$ cat src/rtl/voxel_pkg.sv
// Shared widths, voxel word layout and sequencer state encoding for the
// voxel_sequencer / pixel_shader pair.
package voxel_pkg;

    localparam int DEF_COORD_BITS     = 8;
    localparam int DEF_PALETTE_BITS   = 8;
    localparam int DEF_PIXEL_BITS     = 8;
    localparam int DEF_ADDR_BITS      = 16;
    localparam int DEF_VOXEL_BITS     = 3*DEF_COORD_BITS + DEF_PALETTE_BITS;
    localparam int DEF_TIMEOUT_CYCLES = 255;

    // x sits in the MSBs of the RAM word
    typedef struct packed {
        logic [DEF_COORD_BITS-1:0]   x;
        logic [DEF_COORD_BITS-1:0]   y;
        logic [DEF_COORD_BITS-1:0]   z;
        logic [DEF_PALETTE_BITS-1:0] id;
    } voxel_t;

    typedef enum logic [3:0] {
        IDLE,
        R_FETCH,
        R_LOAD,
        R_ISSUE,
        R_WAIT,
        S_FETCH,
        S_LOAD,
        S_PAL,
        S_ISSUE,
        S_WAIT,
        DONE
    } seq_state_t;

endpackage

$ cat src/rtl/seq_watchdog.sv
// Wait-state watchdog for voxel_sequencer; only built when
// VOXEL_SEQ_TIMEOUT_EN is defined.
`ifdef VOXEL_SEQ_TIMEOUT_EN
module seq_watchdog #(
    parameter int LIMIT = 255
) (
    input  logic clock,
    input  logic reset,
    input  logic clear,
    input  logic enable,
    output logic expired
);

    localparam int CW = $clog2(LIMIT + 1);

    logic [CW-1:0] count;

    always_ff @(posedge clock) begin
        if (!reset) begin
            count <= '0;
        end else if (clear) begin
            count <= '0;
        end else if (enable && !expired) begin
            count <= count + 1'b1;
        end
    end

    // fires on the LIMIT-th consecutive enabled cycle
    assign expired = enable && (count == CW'(LIMIT - 1));

endmodule
`endif

$ cat src/rtl/voxel_sequencer.sv
// Frame controller: walks voxel RAM for a rasterize pass then a shade pass.
// Optional wait-state watchdog enabled by VOXEL_SEQ_TIMEOUT_EN.
module voxel_sequencer
    import voxel_pkg::*;
#(
`ifdef VOXEL_SEQ_TIMEOUT_EN
    parameter int TIMEOUT_CYCLES = DEF_TIMEOUT_CYCLES,
`endif
    parameter int COORD_BITS   = DEF_COORD_BITS,
    parameter int PALETTE_BITS = DEF_PALETTE_BITS,
    parameter int PIXEL_BITS   = DEF_PIXEL_BITS,
    parameter int ADDR_BITS    = DEF_ADDR_BITS,
    parameter int VOXEL_BITS   = 3*COORD_BITS + PALETTE_BITS
) (
    input  logic                    clock,
    input  logic                    reset,
    input  logic                    start,
    input  logic [ADDR_BITS-1:0]    voxel_count,
    output logic                    busy,
    output logic                    frame_done,
    output logic                    error,
    output logic                    vram_rd,
    output logic [ADDR_BITS-1:0]    vram_addr,
    input  logic [VOXEL_BITS-1:0]   vram_data,
    output logic                    pal_rd,
    output logic [PALETTE_BITS-1:0] pal_addr,
    input  logic [PIXEL_BITS-1:0]   pal_data,
    output logic [COORD_BITS-1:0]   voxel_x,
    output logic [COORD_BITS-1:0]   voxel_y,
    output logic [COORD_BITS-1:0]   voxel_z,
    output logic [PALETTE_BITS-1:0] voxel_id,
    output logic [PIXEL_BITS-1:0]   palette_entry,
    output logic                    do_rasterize,
    output logic                    do_shade,
    input  logic                    all_rasterized,
    input  logic                    all_shaded
);

    seq_state_t state;
    seq_state_t state_next;

    logic [ADDR_BITS-1:0] idx;
    logic [ADDR_BITS-1:0] idx_next;
    logic [ADDR_BITS-1:0] count_q;

    logic load_voxel;
    logic load_pal;
    logic last;
    logic accept;
    logic wait_done;
    logic expired;
    logic timeout;

    assign accept    = (state == IDLE) && start;
    assign last      = (idx == count_q - ADDR_BITS'(1));
    assign wait_done = ((state == R_WAIT) && all_rasterized)
                    || ((state == S_WAIT) && all_shaded);
    assign timeout   = expired && !wait_done;

    always_ff @(posedge clock) begin
        if (!reset) begin
            state <= IDLE;
        end else begin
            state <= state_next;
        end
    end

    always_comb begin
        state_next = state;
        idx_next   = idx;
        load_voxel = 1'b0;
        load_pal   = 1'b0;
        unique case (state)
            IDLE: begin
                if (start) begin
                    idx_next   = '0;
                    state_next = (voxel_count == '0) ? DONE : R_FETCH;
                end
            end
            R_FETCH: state_next = R_LOAD;
            R_LOAD: begin
                load_voxel = 1'b1;
                state_next = R_ISSUE;
            end
            R_ISSUE: state_next = R_WAIT;
            R_WAIT: begin
                if (all_rasterized) begin
                    if (last) begin
                        idx_next   = '0;
                        state_next = S_FETCH;
                    end else begin
                        idx_next   = idx + 1'b1;
                        state_next = R_FETCH;
                    end
                end else if (timeout) begin
                    state_next = DONE;
                end
            end
            S_FETCH: state_next = S_LOAD;
            S_LOAD: begin
                load_voxel = 1'b1;
                state_next = S_PAL;
            end
            S_PAL: begin
                load_pal   = 1'b1;
                state_next = S_ISSUE;
            end
            S_ISSUE: state_next = S_WAIT;
            S_WAIT: begin
                if (all_shaded) begin
                    if (last) begin
                        idx_next   = '0;
                        state_next = DONE;
                    end else begin
                        idx_next   = idx + 1'b1;
                        state_next = S_FETCH;
                    end
                end else if (timeout) begin
                    state_next = DONE;
                end
            end
            DONE: state_next = IDLE;
            default: state_next = IDLE;
        endcase
    end

    // broadcast registers only move in the LOAD / PAL states
    always_ff @(posedge clock) begin
        if (!reset) begin
            idx           <= '0;
            count_q       <= '0;
            voxel_x       <= '0;
            voxel_y       <= '0;
            voxel_z       <= '0;
            voxel_id      <= '0;
            palette_entry <= '0;
        end else begin
            idx <= idx_next;
            if (accept) begin
                count_q <= voxel_count;
            end
            if (load_voxel) begin
                voxel_x  <= vram_data[VOXEL_BITS-1 -: COORD_BITS];
                voxel_y  <= vram_data[VOXEL_BITS-COORD_BITS-1 -: COORD_BITS];
                voxel_z  <= vram_data[PALETTE_BITS+COORD_BITS-1 -: COORD_BITS];
                voxel_id <= vram_data[PALETTE_BITS-1:0];
            end
            if (load_pal) begin
                palette_entry <= pal_data;
            end
        end
    end

    assign busy         = (state != IDLE);
    assign frame_done   = (state == DONE);
    assign vram_rd      = (state == R_FETCH) || (state == S_FETCH);
    assign vram_addr    = vram_rd ? idx : '0;
    assign pal_rd       = (state == S_LOAD);
    assign pal_addr     = pal_rd ? vram_data[PALETTE_BITS-1:0] : '0;
    assign do_rasterize = (state == R_ISSUE);
    assign do_shade     = (state == S_ISSUE);

`ifdef VOXEL_SEQ_TIMEOUT_EN
    logic error_q;

    seq_watchdog #(
        .LIMIT (TIMEOUT_CYCLES)
    ) u_watchdog (
        .clock   (clock),
        .reset   (reset),
        .clear   ((state == R_ISSUE) || (state == S_ISSUE)),
        .enable  ((state == R_WAIT) || (state == S_WAIT)),
        .expired (expired)
    );

    // sticky until the host starts another frame
    always_ff @(posedge clock) begin
        if (!reset) begin
            error_q <= 1'b0;
        end else if (accept) begin
            error_q <= 1'b0;
        end else if (timeout) begin
            error_q <= 1'b1;
        end
    end

    assign error = error_q;
`else
    assign expired = 1'b0;
    assign error   = 1'b0;
`endif

endmodule
$ cat config.mk
export PLATFORM = sky130hd
export DESIGN_NAME = voxel_sequencer
export DESIGN_NICKNAME = d
export VERILOG_FILES = /design/src/rtl/voxel_pkg.sv /design/src/rtl/seq_watchdog.sv /design/src/rtl/voxel_sequencer.sv
export SDC_FILE = /design/constraint.sdc
export NUM_CORES = 1
export LEC_CHECK = 0
export ABC_AREA = 1
export BUFFER_PORTS_ARGS = -buffer_cell sky130_fd_sc_hd__buf_2
export CORE_UTILIZATION = 42
export CTS_BUF_LIST = sky130_fd_sc_hd__clkbuf_8
export DETAILED_ROUTE_END_ITERATION = 6
export GPL_TIMING_DRIVEN = 0
export PLACE_DENSITY = 0.69
export SYNTH_ARGS = -nofsm -noshare
export SYNTH_HDL_FRONTEND = slang
export SYNTH_SLANG_ARGS = --single-unit
$ cat constraint.sdc
create_clock -name clock -period 1.7 [get_ports clock]
set_input_delay 0.34 -clock clock [delete_from_list [all_inputs] [get_ports clock]]
set_output_delay 0.34 -clock clock [all_outputs]
set_load 0.005 [all_outputs]
### Yosys cells after proc, flatten, opt, wreduce, memory -nomap -nowiden

Index checks and enable logic that the tools add are counted.
Widths: inputs -> output; s select.

* register bits: 76
* output and inout port bits: 71
* word-level logic and storage cells: 49

* $add $sub $neg: 2
* equal/unequal tests: 14
* mux-type cells: 16
* reductions and logical operators: 9

Operators by type and width (number)
* $mux 16: 5
* $pmux 16 s3: 1
* $pmux 4 s10: 1
* $mux 4: 5
* $add 16x1->16 const B: 1
* $eq 16x16->1: 1
* $eq 4x3->1 const B: 4
* $logic_not 16->1: 1
* $sub 16x1->16 const B: 1
* $eq 4x4->1 const B: 3
* $eq 4x2->1 const B: 2
* $mux 8: 1
* $ne 2x2->1 const B: 3
* $eq 4x1->1 const B: 1
* $logic_not 4->1: 1
* $reduce_and 4->1: 1
* $reduce_bool 4->1: 1
* $mux 3: 1
* $reduce_and 3->1: 1
* $reduce_bool 3->1: 1
* $mux 1: 2
* $reduce_or 2->1: 1
* $logic_and 1x1->1: 1
* $logic_or 1x1->1: 1

### Longest topological paths before layout

Gate-level depths: netlist (run 1).

* word-level depth: 5
* depth in mapped cells: 17

### Least setup slack after synthesis (run 1)

No wires, ideal clock.

* kind: register to register
* start point: register count_q[0]
* end point: register idx[13]
* setup time: 0.137 ns
* arrival: 1.711 ns
* slack: -0.148 ns
* cell stages (with the launch flop): 15
* cells stage by stage: dfxtp_1 -> inv_1 -> ha_1 -> xnor2_1 -> nor2_1 -> nand2_1 -> nor2_1 -> nand2_1 -> nor2_1 -> nand3_2 -> nor2_4 -> nor2_4 -> buf_6 -> nand2_1 -> a21oi_1

* word-level cells in the longest chain between the ends: 5

Ends and longest elaborated chain
* start: declaration: line voxel_sequencer.sv:44 `logic [ADDR_BITS-1:0] count_q;`
* start signal: assignment: line voxel_sequencer.sv:140 `count_q <= voxel_count;`
* $sub 16x1->16 *: line voxel_sequencer.sv:55 `assign last = (idx == count_q - ADDR_BITS'(1));`
* $eq 16x16->1 *: line voxel_sequencer.sv:55
* $mux 16 *: line voxel_sequencer.sv:88, voxel_sequencer.sv:111
* $mux 16, on equally long branches: line voxel_sequencer.sv:110, voxel_sequencer.sv:87
* $pmux 16 s3 *: line voxel_sequencer.sv:73 `unique case (state)`
* end signal: assignment: line voxel_sequencer.sv:138 `idx <= idx_next;`
* end: declaration: line voxel_sequencer.sv:42 `logic [ADDR_BITS-1:0] idx;`

Mark *: on every way between the ends. The rest lies on a longest branch, timed or not. The select of a mux whose other input is x is not followed.
A chain may end at the register's enable or synchronous reset.

### Worst setup path after layout (run 1)

* start point: register count_q[1]
* end point: register state[3]

* word-level cells in the longest chain between the ends: 5

Ends and longest elaborated chain
* $sub 16x1->16: line voxel_sequencer.sv:55
* $eq 16x16->1: line voxel_sequencer.sv:55
* $mux 4: line voxel_sequencer.sv:111 `if (last) begin`
* $mux 4: line voxel_sequencer.sv:110 `if (all_shaded) begin`
* $pmux 4 s10: line voxel_sequencer.sv:73
* end signal: assignment: line voxel_sequencer.sv:64 `state <= state_next;`
* end: declaration: line voxel_sequencer.sv:39 `seq_state_t state;`

Every way passes these cells. The select of a mux whose other input is x is not followed.

==> summary.md, run 1 <==
| Metric | Value |
|---|---|
| Status | `complete, but fails checks` |
| Failing checks | `setup timing` |
| H-tree levels | `3` |
| Ports | `about 130` |
| Clk pwr share | `27.0%` |
| Syn Area/Cell | `6.68 sq um` |
| Nets | `817` |
| Die area | `a little under 0.01 sq mm` |
| Critical-path maximum fanout | `5` |
| Slew Limit Fails | `0` |
| Share of layout cells above drive strength 1 | `36.5%` |
| RSZ-0062 raised after global routing | `true` |
| Final HPWL DP | `approximately 9 mm` |
| DRT antenna net count | `0` |
| CP top delay family | `simple AND/OR/NAND/NOR gates` |
| Routed WL | `11.9 mm` |
| Clock Sinks | `76` |
| Peak VDD IR | `0.527 mV` |
| Synthesis Warnings | `0` |
| Arrival time worst endpoint | `around 2300 ps` |
| Req. time, crit path | `approximately 2000 ps` |
| Clk root buf | `clkbuf_8` |
| Sw Pwr | `1.47 mW` |
| Die Y | `99.1 microns` |
| Initial antenna violation count | `0` |
| Combinational share of power | `around 28%` |
| Cell Int Power | `slightly below 3 mW` |
| Hold crit path type | `primary input to flop` |
| Iter 0 DRT Violations | `256` |
| Final antenna diode count | `0` |
| Syn Nets | `656` |
| Layout area overhead | `38.7%` |
| Pwr/cell area | `792 mW/mm^2` |
| Final Setup Violations | `45` |
| Inserted Clock Buffers | `9` |
| Via/cell ratio | `5.17` |
| Slowest stage delay, CP | `330 ps` |
| Drt wl/cell | `13.7 microns` |
| GPL Wtd Cong | `0.914` |
| Setup Crit Path Kind | `flop to flop` |
| Max Buffers Root-to-Sink | `2` |
| Cell chain of the critical path | `inv_2 > ha_4 > nand3_4 > o21ai_1 > nand2_1 > nand2_1 > nand2_1 > nor2_1 > nand3_1 > nor2_4 > buf_6 > nand2_4 > nand3_2 > nand2_1 > a21oi_2` |
| Core ar. | `0.00920 sq mm` |
| Post-route clock period utilization | `119%` |
| Slowest CP cell | `dfxtp_2` |
| Worst-path clk slew | `80 ps` |
| Worst-Skew Late Latency | `approximately 350 ps` |
| Via Count | `4497` |
| Vias in the first global route | `4234` |
| Synth unique cells | `32` |
| IO buf count | `129` |
| Fmax | `about 500 MHz` |
| Period minus WS final | `2020 ps` |
| LEAKAGE | `2.49 nW` |
| Horiz. Die Dim | `99.1 microns` |
| Worst-margin pin slew | `roughly 600 ps` |
| Post-Syn Instances | `593` |
| Worst setup SP type | `flop` |
| Buf+Inv Stages, Crit Path | `2` |
| Register area share after synthesis | `38.4%` |
| Sw frac | `33.7%` |
| Setup TNS Final | `-7810 ps` |
| CTS tree | `yes` |
| Post-synthesis register bit count | `76` |
| Worst slack, placed | `-365 ps` |
| Reg power frac | `45.1%` |
| Most used cell, CP | `nand2_1` |
| # Max-Cap Violations | `0` |
| CP endpoint kind | `flop` |
| Final hold vios | `0` |
| Row count | `35` |
| Fin worst setup slack | `-316 ps` |
| Iteration count of the initial detailed-routing pass | `5` |
| Pin count of the biggest net entering global routing | `13` |
| Filler cells | `around 890` |
| Total gr overflow | `0` |
| Remaining DRCs | `0` |
| Hold-fix buffers, CTS | `0` |
| Initial cell density of the core | `43.1%` |
| Mapped cell area | `0.00396 sq mm` |
| GRT Util Overall | `24.4%` |
| Max_slew headroom | `59.9%` |
| Clock Skew | `about 5.6 ps` |
| Global-route wire length before repair | `approximately 19 mm` |
-- layer usage --
| layer | vias to the layer above | track usage, % | wire (microns) |
|---|---|---|---|
| met4 | 0 | 9.39 | 259 |
| met2 | 129 | 42.8 | 5870 |
| li1 | 2242 | - | - |
| met5 | - | 0 | 0 |
| met1 | 2103 | 28.8 | 5060 |
| met3 | 23 | 6.04 | 739 |
-- stage by stage --
stage | total power [mW] | hold slack [ps] | util (%) | cells | instance area (sq um)
CTS | 4.30 | 202 | 57.6 | 864 | 5300
floorplan | 2.68 | 454 | - | 593 | 4000
global route | 4.61 | 205 | 59.8 | 869 | 5500
detailed placement | 2.99 | 451 | 52.0 | 833 | 4780
global placement | 2.97 | 445 | 52.0 | 833 | 4780
finish | 4.35 | 212 | 59.8 | 869 | 5500
-- path summary, 6_finish.rpt --
path,start,end,slack (ps),cells after the start
hold / removal,pal_data[4],palette_entry[4]$_SDFFE_PN0P_,210,3
hold reg to reg,voxel_z[3]$_SDFFE_PN0P_,voxel_z[3]$_SDFFE_PN0P_,460,2
setup / recovery,count_q[1]$_SDFFE_PN0P_,state[3]$_SDFFE_PN0P_,-320,15
setup reg to reg,count_q[1]$_SDFFE_PN0P_,state[3]$_SDFFE_PN0P_,-320,15
-- worst register-to-register path: stages (launching register included) --
cell,delay [ps]
dfxtp_2,330
inv_2,80
ha_4,160
nand3_4,120
o21ai_1,180
nand2_1,70
nand2_1,60
nand2_1,70
nor2_1,90
nand3_1,120
nor2_4,200
buf_6,130
nand2_4,40
nand3_2,50
nand2_1,60
a21oi_2,170
-- sequential cells by signal, indices dropped and copies added (netlist names) --
name / flops
palette_entry: 8
state: 4
count_q: 16
voxel_y: 8
voxel_z: 8
idx: 16
voxel_x: 8
voxel_id: 8
-- Yosys cell counts --
cell type  count  area share [%]
or2_2          1            0.16
xnor2_1        5             1.1
buf_4          2            0.38
inv_1         42             4.0
nor2_4         4             1.1
a211oi_1       1            0.19
nor2_2         6            0.95
nand3b_1       6             1.1
o211ai_1       1            0.19
nand3_2        7             1.8
dfxtp_1       76              38
o21a_1         1            0.19
xor2_1        11             2.4
buf_1          2            0.19
a21oi_2        4            0.88
clkbuf_1      18             1.7
nand4_1        5            0.79
o21ai_0       27             3.4
conb_1         1           0.095
nand2_1      136              13
o21ai_2        2            0.44
nor3_1         1            0.13
nand3_1       61             7.7
nor4_1         4            0.63
a21oi_1       65             8.2
nor2_1        86             8.1
buf_6          2            0.57
inv_2          9            0.85
ha_1           2            0.63
clkinv_1       2            0.19
nor3_2         1            0.25
nand2_2        2            0.32
-- kinds of logic (layout without fill, tap and decap cells) --
family	count (synthesis)	after routing	synth area share, %
and+or+nand+nor	320	320	36.0
adders and majority gates	2	2	0.631
buffers and inverters	77	242	7.86
DFF	76	76	38.4
AOI/OAI and AO/OA	101	101	13.5
other	1	1	0.0946
xor gates and xnor gates	16	16	3.54
-- repair_timing --
item                                    4_1_cts  5_1_grt
cloned                                        1        0
pin swaps                                    12       15
gates resized for setup                      65       59
endpoints found under the setup margin       99       93
buffers inserted                             15        6
-- power groups by stage --
stage               sequential [mW]  clock [mW]  combinational, mW
CTS                            1.95        1.20               1.15
finish                         1.96        1.17               1.21
detailed placement             1.99           0               1.00
global placement               1.99           0              0.986
floorplan                      1.98           0              0.698
global route                   1.98        1.28               1.35
-- cells in the final DEF, fill, tap and decap left out, drive strengths merged --
cell type / count
a211oi: 1
a21oi: 69
buf: 160
clkbuf: 23
clkinv: 6
conb: 1
dfxtp: 76
ha: 2
inv: 53
nand2: 138
nand3: 68
nand3b: 6
nand4: 5
nor2: 96
nor3: 2
nor4: 4
o211ai: 1
o21a: 1
o21ai: 29
or2: 1
xnor2: 5
xor2: 11
-- layout make-up --
cell class                      instances  area, sq um  area share [%]
Tap cell                              111          139            2.53
Inverter                               53          214            3.89
Clock buffer                            9          124            2.25
Sequential cell                        76         1550            28.1
Buffer                                 23          155            2.82
Timing Repair Buffer                  151          857            15.6
Clock inverter                          6         35.0           0.637
Multi-Input combinational cell        440         2430            44.2
Power figures use the tool's default switching activity.
==> run 2: changes to the inputs <==
--- a/config.mk
+++ b/config.mk
@@ -6,12 +6,12 @@
 export NUM_CORES = 1
 export LEC_CHECK = 0
 export ABC_AREA = 1
-export BUFFER_PORTS_ARGS = -buffer_cell sky130_fd_sc_hd__buf_2
 export CORE_UTILIZATION = 42
 export CTS_BUF_LIST = sky130_fd_sc_hd__clkbuf_8
 export DETAILED_ROUTE_END_ITERATION = 6
+export DONT_BUFFER_PORTS = 1
 export GPL_TIMING_DRIVEN = 0
-export PLACE_DENSITY = 0.69
+export PLACE_DENSITY = 0.54
 export SYNTH_ARGS = -nofsm -noshare
 export SYNTH_HDL_FRONTEND = slang
 export SYNTH_SLANG_ARGS = --single-unit
==> constraint.sdc (replaced) <==
create_clock -name clock -period 2.2 [get_ports clock]
set_input_delay 0.44 -clock clock [delete_from_list [all_inputs] [get_ports clock]]
set_output_delay 0.44 -clock clock [all_outputs]
set_load 0.005 [all_outputs]
==> summary.md, run 2 (synthesized netlist as in run 1, its figures left out) <==
| Metric | Value |
|---|---|
| Req. time, crit path | `2410 ps (+440 ps)` |
| Largest regs | `count_q x16, idx x16` |
| Met2 Usage GRT | `40.0% (-2.8 points)` |
| Iter 0 DRT Violations | `214 (-16%)` |
| Worst-path clk slew | `90 ps (about the same)` |
| Total gr overflow | `0 (unchanged)` |
| CP endpoint kind | `flop` |
| H-tree levels | `3 (unchanged)` |
| Iteration count of the initial detailed-routing pass | `4 (-1)` |
| CTS tree | `yes` |
| Routed WL | `10.9 mm (-8.4%)` |
| Final hold vios | `0 (unchanged)` |
| Remaining DRCs | `0 (unchanged)` |
| Via/cell ratio | `5.32 (+2.8%)` |
| GRT Util Overall | `22.9% (-1.5 points)` |
| Global-route wire length before repair | `17.9 mm (-8.0%)` |
| Status | `finished clean` |
| Core ar. | `0.00920 sq mm (unchanged)` |
| Critical-path maximum fanout | `6 (+1)` |
| R2R setup slack | `120 ps (+430 ps)` |
| Post-route clock period utilization | `94.7% (-24 points)` |
| Busiest grt layer | `met2` |
| Post-route cell area | `0.00442 sq mm (-20%)` |
| Pin count of the biggest net entering global routing | `15 (+2)` |
| Vias in the first global route | `3678 (-13%)` |
| Fin worst setup slack | `118 ps (+433 ps)` |
| Final antenna diode count | `0 (unchanged)` |
| Share of layout cells above drive strength 1 | `12.6% (-24 points)` |
| Period minus WS final | `2080 ps (+66.6 ps)` |
| Inserted Clock Buffers | `9 (unchanged)` |
| IO buf count | `0 (-100%)` |
| Most common cell after layout, fill and taps aside | `nand2_1` |
| M3 GR Usage | `6.89% (+0.84 points)` |
| Final Setup Violations | `0 (-100%)` |
| Arrival time worst endpoint | `2290 ps (about the same)` |
| Worst setup SP type | `flop` |
| Pwr/cell area | `753 mW/mm^2 (-4.8%)` |
| Final HPWL DP | `8.33 mm (-4.7%)` |
| Max_slew headroom | `60.8% (+0.91 points)` |
| WHS | `219 ps (+7.25 ps)` |
| GPL Wtd Cong | `0.857 (-6.2%)` |
| LEAKAGE | `1.66 nW (-34%)` |
| Leading cell types in the layout, fill and taps excluded | `nand2_1 (135), nor2_1 (80), dfxtp_1 (73)` |
| Worst-margin pin slew | `586 ps (-15.9 ps)` |
| Initial antenna violation count | `0 (unchanged)` |
| Fmax | `480 MHz (-3.2%)` |
| Hold-fix buffers, CTS | `0 (unchanged)` |
| Layout area overhead | `11.5%` |
| Cell chain of the critical path | `inv_4 > ha_4 > nand3_4 > nor2_4 > nand2_1 > nand3_2 > nand2_1 > nor2_1 > nand3_1 > nor2_4 > nor2_4 > buf_12 > o211ai_1 > a21oi_1` |
| Via Count | `3846 (-14%)` |
| Clock Sinks | `76 (unchanged)` |
| Met1 usage | `27.0% (-1.8 points)` |
| Slew Limit Fails | `0 (unchanged)` |
| Pwr Total | `3.33 mW (-23%)` |
| Ports | `132 (unchanged)` |
| Worst slack, placed | `-34.3 ps (+330 ps)` |
| Non-Filler Instances | `723 (-17%)` |
| RSZ-0062 raised after global routing | `true` |
| Die Y | `99.1 microns (unchanged)` |
| Dpl cell area | `0.00410 sq mm (-14%)` |
| Peak VDD IR | `0.406 mV (-23%)` |
| Row count | `35 (unchanged)` |
| Post-Route Utilization | `48.1% (-12 points)` |
| Hold crit path type | `primary input to flop` |
| Max Buffers Root-to-Sink | `2 (unchanged)` |
| Setup TNS Final | `0 ps (+7810 ps)` |
| Worst-Skew Late Latency | `350 ps (about the same)` |
| DRT antenna net count | `0 (unchanged)` |
| Die area | `0.00983 sq mm (unchanged)` |
| Drt wl/cell | `15.1 microns (+10%)` |
| Horiz. Die Dim | `99.1 microns (unchanged)` |
| Clk root buf | `clkbuf_8` |
| Slowest CP cell | `dfxtp_4` |
| Clock Skew | `10.8 ps (+5.24 ps)` |
| Setup Crit Path Kind | `flop to flop` |
| Most used cell, CP | `nor2_4` |
| Cell total after placement | `704 (-15%)` |
| Slowest stage delay, CP | `370 ps (+40 ps)` |
| # Max-Cap Violations | `0 (unchanged)` |
| Initial cell density of the core | `43.1% (unchanged)` |
| Nets | `670 (-18%)` |
==> run 2: cell types whose count changed in the layout (fill, tap and decap cells not counted), moves of 6 or more <==
| cell | change |
|---|---|
| buf_2 | -130 |
| nor2_1 | +14 |
| buf_4 | -13 |
| nand3_1 | +12 |
| nand3_2 | -9 |
| buf_6 | -8 |
| dfxtp_1 | +8 |
| clkbuf_1 | +7 |
| nor2_2 | -7 |
| nor2_4 | -7 |
| a21oi_1 | +6 |
==> run 2: power breakdown <==
part	internal, mW	switching [mW]
Combinational	0.241	0.472
Clock	0.530	0.568
Sequential	1.45	0.0719
==> run 2: worst max-delay path: cells and delay by family (launching register included) <==
kind / cells / cell delay (ps)
adder cells (fa/ha/maj): 1 / 150
AO/OA/AOI/OAI: 2 / 160
AND/OR/NAND/NOR: 9 / 1040
flip-flops: 1 / 370
buffers and inverters: 2 / 210
==> run 2: final timing paths <==
| check | startpoint | end | depth (start not counted) |
|---|---|---|---|
| max | count_q[0]$_SDFFE_PN0P_ | idx[11]$_SDFFE_PN0P_ | 14 |
| min | reset | count_q[0]$_SDFFE_PN0P_ | 2 |
| max reg2reg | count_q[0]$_SDFFE_PN0P_ | idx[11]$_SDFFE_PN0P_ | 14 |
| min reg2reg | count_q[15]$_SDFFE_PN0P_ | count_q[15]$_SDFFE_PN0P_ | 2 |
==> run 2: final cells by class <==
cell class                      instances  area (sq um)
Fill cell                            1015          4780
Sequential cell                        76          1530
Tap cell                              111           139
Inverter                               53           203
Clock inverter                          7          75.1
Buffer                                 24           115
Multi-Input combinational cell        440          2200
Timing Repair Buffer                    3          35.0
Clock buffer                            9           124
==> run 2: repair_timing <==
item	4_1_cts	5_1_grt
gates resized for setup	7	23
pin swaps	1	5
setup endpoints to repair	34	35
setup buffers	3	0
hold endpoints to repair	0	0
==> run 2: metal layers <==
layer | vias up | wire [microns] | part of all wire [%]
met5 | - | 0 | 0
met4 | 0 | 163 | 1.5
met3 | 14 | 744 | 6.8
met2 | 108 | 5390 | 49
met1 | 1775 | 4620 | 42
li1 | 1949 | - | -
==> run 3: changes to the inputs <==
--- a/config.mk
+++ b/config.mk
@@ -11,6 +11,7 @@
 export DETAILED_ROUTE_END_ITERATION = 6
 export DONT_BUFFER_PORTS = 1
 export GPL_TIMING_DRIVEN = 0
+export MAX_ROUTING_LAYER = met4
 export PLACE_DENSITY = 0.54
 export SYNTH_ARGS = -nofsm -noshare
 export SYNTH_HDL_FRONTEND = slang
==> summary.md, run 3 (synthesized netlist as in run 1, its figures left out) <==
| Metric | Value |
|---|---|
| Status | `finished clean` |
| CP top delay family | `simple AND/OR/NAND/NOR gates` |
| Post-route clock period utilization | `94.5% (-0.16 points)` |
| GRT Util Overall | `23.6% (+0.69 points)` |
| Iter 0 DRT Violations | `205 (-4.2%)` |
| Via Count | `3833 (-0.34%)` |
| Slowest stage delay, CP | `370 ps (about the same)` |
| Pwr/cell area | `754 mW/mm^2 (about the same)` |
| Arrival time worst endpoint | `2290 ps (about the same)` |
| Hold-fix buffers, CTS | `0 (unchanged)` |
| Setup TNS Final | `0 ps (unchanged)` |
| IO buf count | `0 (unchanged)` |
| Max_slew headroom | `60.5% (-0.28 points)` |
| Slowest CP cell | `dfxtp_4` |
| Remaining DRCs | `0 (unchanged)` |
| Pin count of the biggest net entering global routing | `15 (unchanged)` |
| Final antenna diode count | `0 (unchanged)` |
| Clk root buf | `clkbuf_8` |
| Total gr overflow | `0 (unchanged)` |
| WHS | `217 ps (-1.92 ps)` |
| # Max-Cap Violations | `0 (unchanged)` |
| Routed WL | `10.9 mm (+0.11%)` |
| Buf+Inv Stages, Crit Path | `2 (unchanged)` |
| Post-route cell area | `0.00442 sq mm (unchanged)` |
| Hold crit path type | `primary input to flop` |
| Initial antenna violation count | `0 (unchanged)` |
| Vias in the first global route | `3681 (+0.082%)` |
| Leading cell types in the layout, fill and taps excluded | `nand2_1 (135), nor2_1 (80), dfxtp_1 (73)` |
| Cell chain of the critical path | `inv_4 > ha_4 > nand3_4 > nor2_4 > nand2_1 > nand3_2 > nand2_1 > nor2_1 > nand3_1 > nor2_4 > nor2_4 > buf_12 > o211ai_1 > a21oi_1` |
| Largest regs | `count_q x16, idx x16` |
| Worst-Skew Late Latency | `360 ps (about the same)` |
| Nets | `670 (unchanged)` |
| Row count | `35 (unchanged)` |
| R2R setup slack | `120 ps (about the same)` |
| Horiz. Die Dim | `99.1 microns (unchanged)` |
| Die area | `0.00983 sq mm (unchanged)` |
| Inserted Clock Buffers | `9 (unchanged)` |
| Period minus WS final | `2080 ps (-3.56 ps)` |
| Clock Skew | `11.3 ps (+0.533 ps)` |
| Share of layout cells above drive strength 1 | `12.6% (unchanged)` |
| Drt wl/cell | `15.1 microns (+0.11%)` |
| Non-Filler Instances | `723 (unchanged)` |
| Clock Sinks | `76 (unchanged)` |
| Final hold vios | `0 (unchanged)` |
| Final Setup Violations | `0 (unchanged)` |
| Core ar. | `0.00920 sq mm (unchanged)` |
| Most used cell, CP | `nor2_4` |
| Worst setup SP type | `flop` |
| CTS tree | `yes` |
| Pwr Total | `3.33 mW (about the same)` |
| Setup Crit Path Kind | `flop to flop` |
| DRT antenna net count | `0 (unchanged)` |
| Most common cell after layout, fill and taps aside | `nand2_1` |
| Dpl cell area | `0.00410 sq mm (unchanged)` |
| Worst-margin pin slew | `590 ps (+4.12 ps)` |
| Critical-path maximum fanout | `6 (unchanged)` |
| LEAKAGE | `1.66 nW (unchanged)` |
| Die Y | `99.1 microns (unchanged)` |
| Final HPWL DP | `8.33 mm (unchanged)` |
| Initial cell density of the core | `43.1% (unchanged)` |
| Peak VDD IR | `0.406 mV (about the same)` |
| Worst-path clk slew | `90 ps (about the same)` |
| Max Buffers Root-to-Sink | `2 (unchanged)` |
| CP endpoint kind | `flop` |
| Via/cell ratio | `5.30 (-0.34%)` |
| Cell total after placement | `704 (unchanged)` |
| Slew Limit Fails | `0 (unchanged)` |
| Ports | `132 (unchanged)` |
| Global-route wire length before repair | `17.9 mm (unchanged)` |
| H-tree levels | `3 (unchanged)` |
| Req. time, crit path | `2410 ps (about the same)` |
| GPL Wtd Cong | `0.870 (+1.6%)` |
| Iteration count of the initial detailed-routing pass | `4 (unchanged)` |
| Fmax | `481 MHz (+0.17%)` |
| RSZ-0062 raised after global routing | `true` |
| Layout area overhead | `11.5% (unchanged)` |
run 3: cell counts in the layout (fill, tap and decap cells not counted):
Identical to the previous run, type by type.
run 3: per-stage QoR:
step	setup WS, ps	util (%)
floorplan	352	-
global placement	-56.8	44.6
detailed placement	-34.3	44.6
CTS	5.10	47.3
global route	-26.4	48.1
finish	121	48.1
run 3: where the power goes:
part / internal (mW) / switching (mW)
registers: 1.45 / 0.0722
logic: 0.241 / 0.473
clock network: 0.530 / 0.570
run 3: timing repair:
item                                    4_1_cts  5_1_grt
endpoints found under the setup margin       34       35
pin swaps                                     1        5
setup buffers                                 3        0
resized for setup                             7       23
run 3: final cells by class:
cell class              instances  area, sq um
multi-input cells             440         2200
inverters                      53          203
flip-flops and latches         76         1530
well taps                     111          139
fillers                      1015         4780
plain buffers                  24          115
clock inverters                 7         75.1
repair buffers                  3         35.0
clock buffers                   9          124
run 3: routing by layer:
metal | part of all wire (%) | GRT usage (%)
met3 | 5.9 | 5.20
met1 | 43 | 27.5
met4 | 1.6 | 8.60
met5 | 0 | -
met2 | 49 | 40.0
run 3: worst paths after layout:
path | startpoint | cells past startpoint | end
worst max-delay path | count_q[0]$_SDFFE_PN0P_ | 14 | idx[11]$_SDFFE_PN0P_
worst max register to register | count_q[0]$_SDFFE_PN0P_ | 14 | idx[11]$_SDFFE_PN0P_
worst min-delay path | reset | 2 | count_q[0]$_SDFFE_PN0P_
worst min register to register | count_q[15]$_SDFFE_PN0P_ | 2 | count_q[15]$_SDFFE_PN0P_
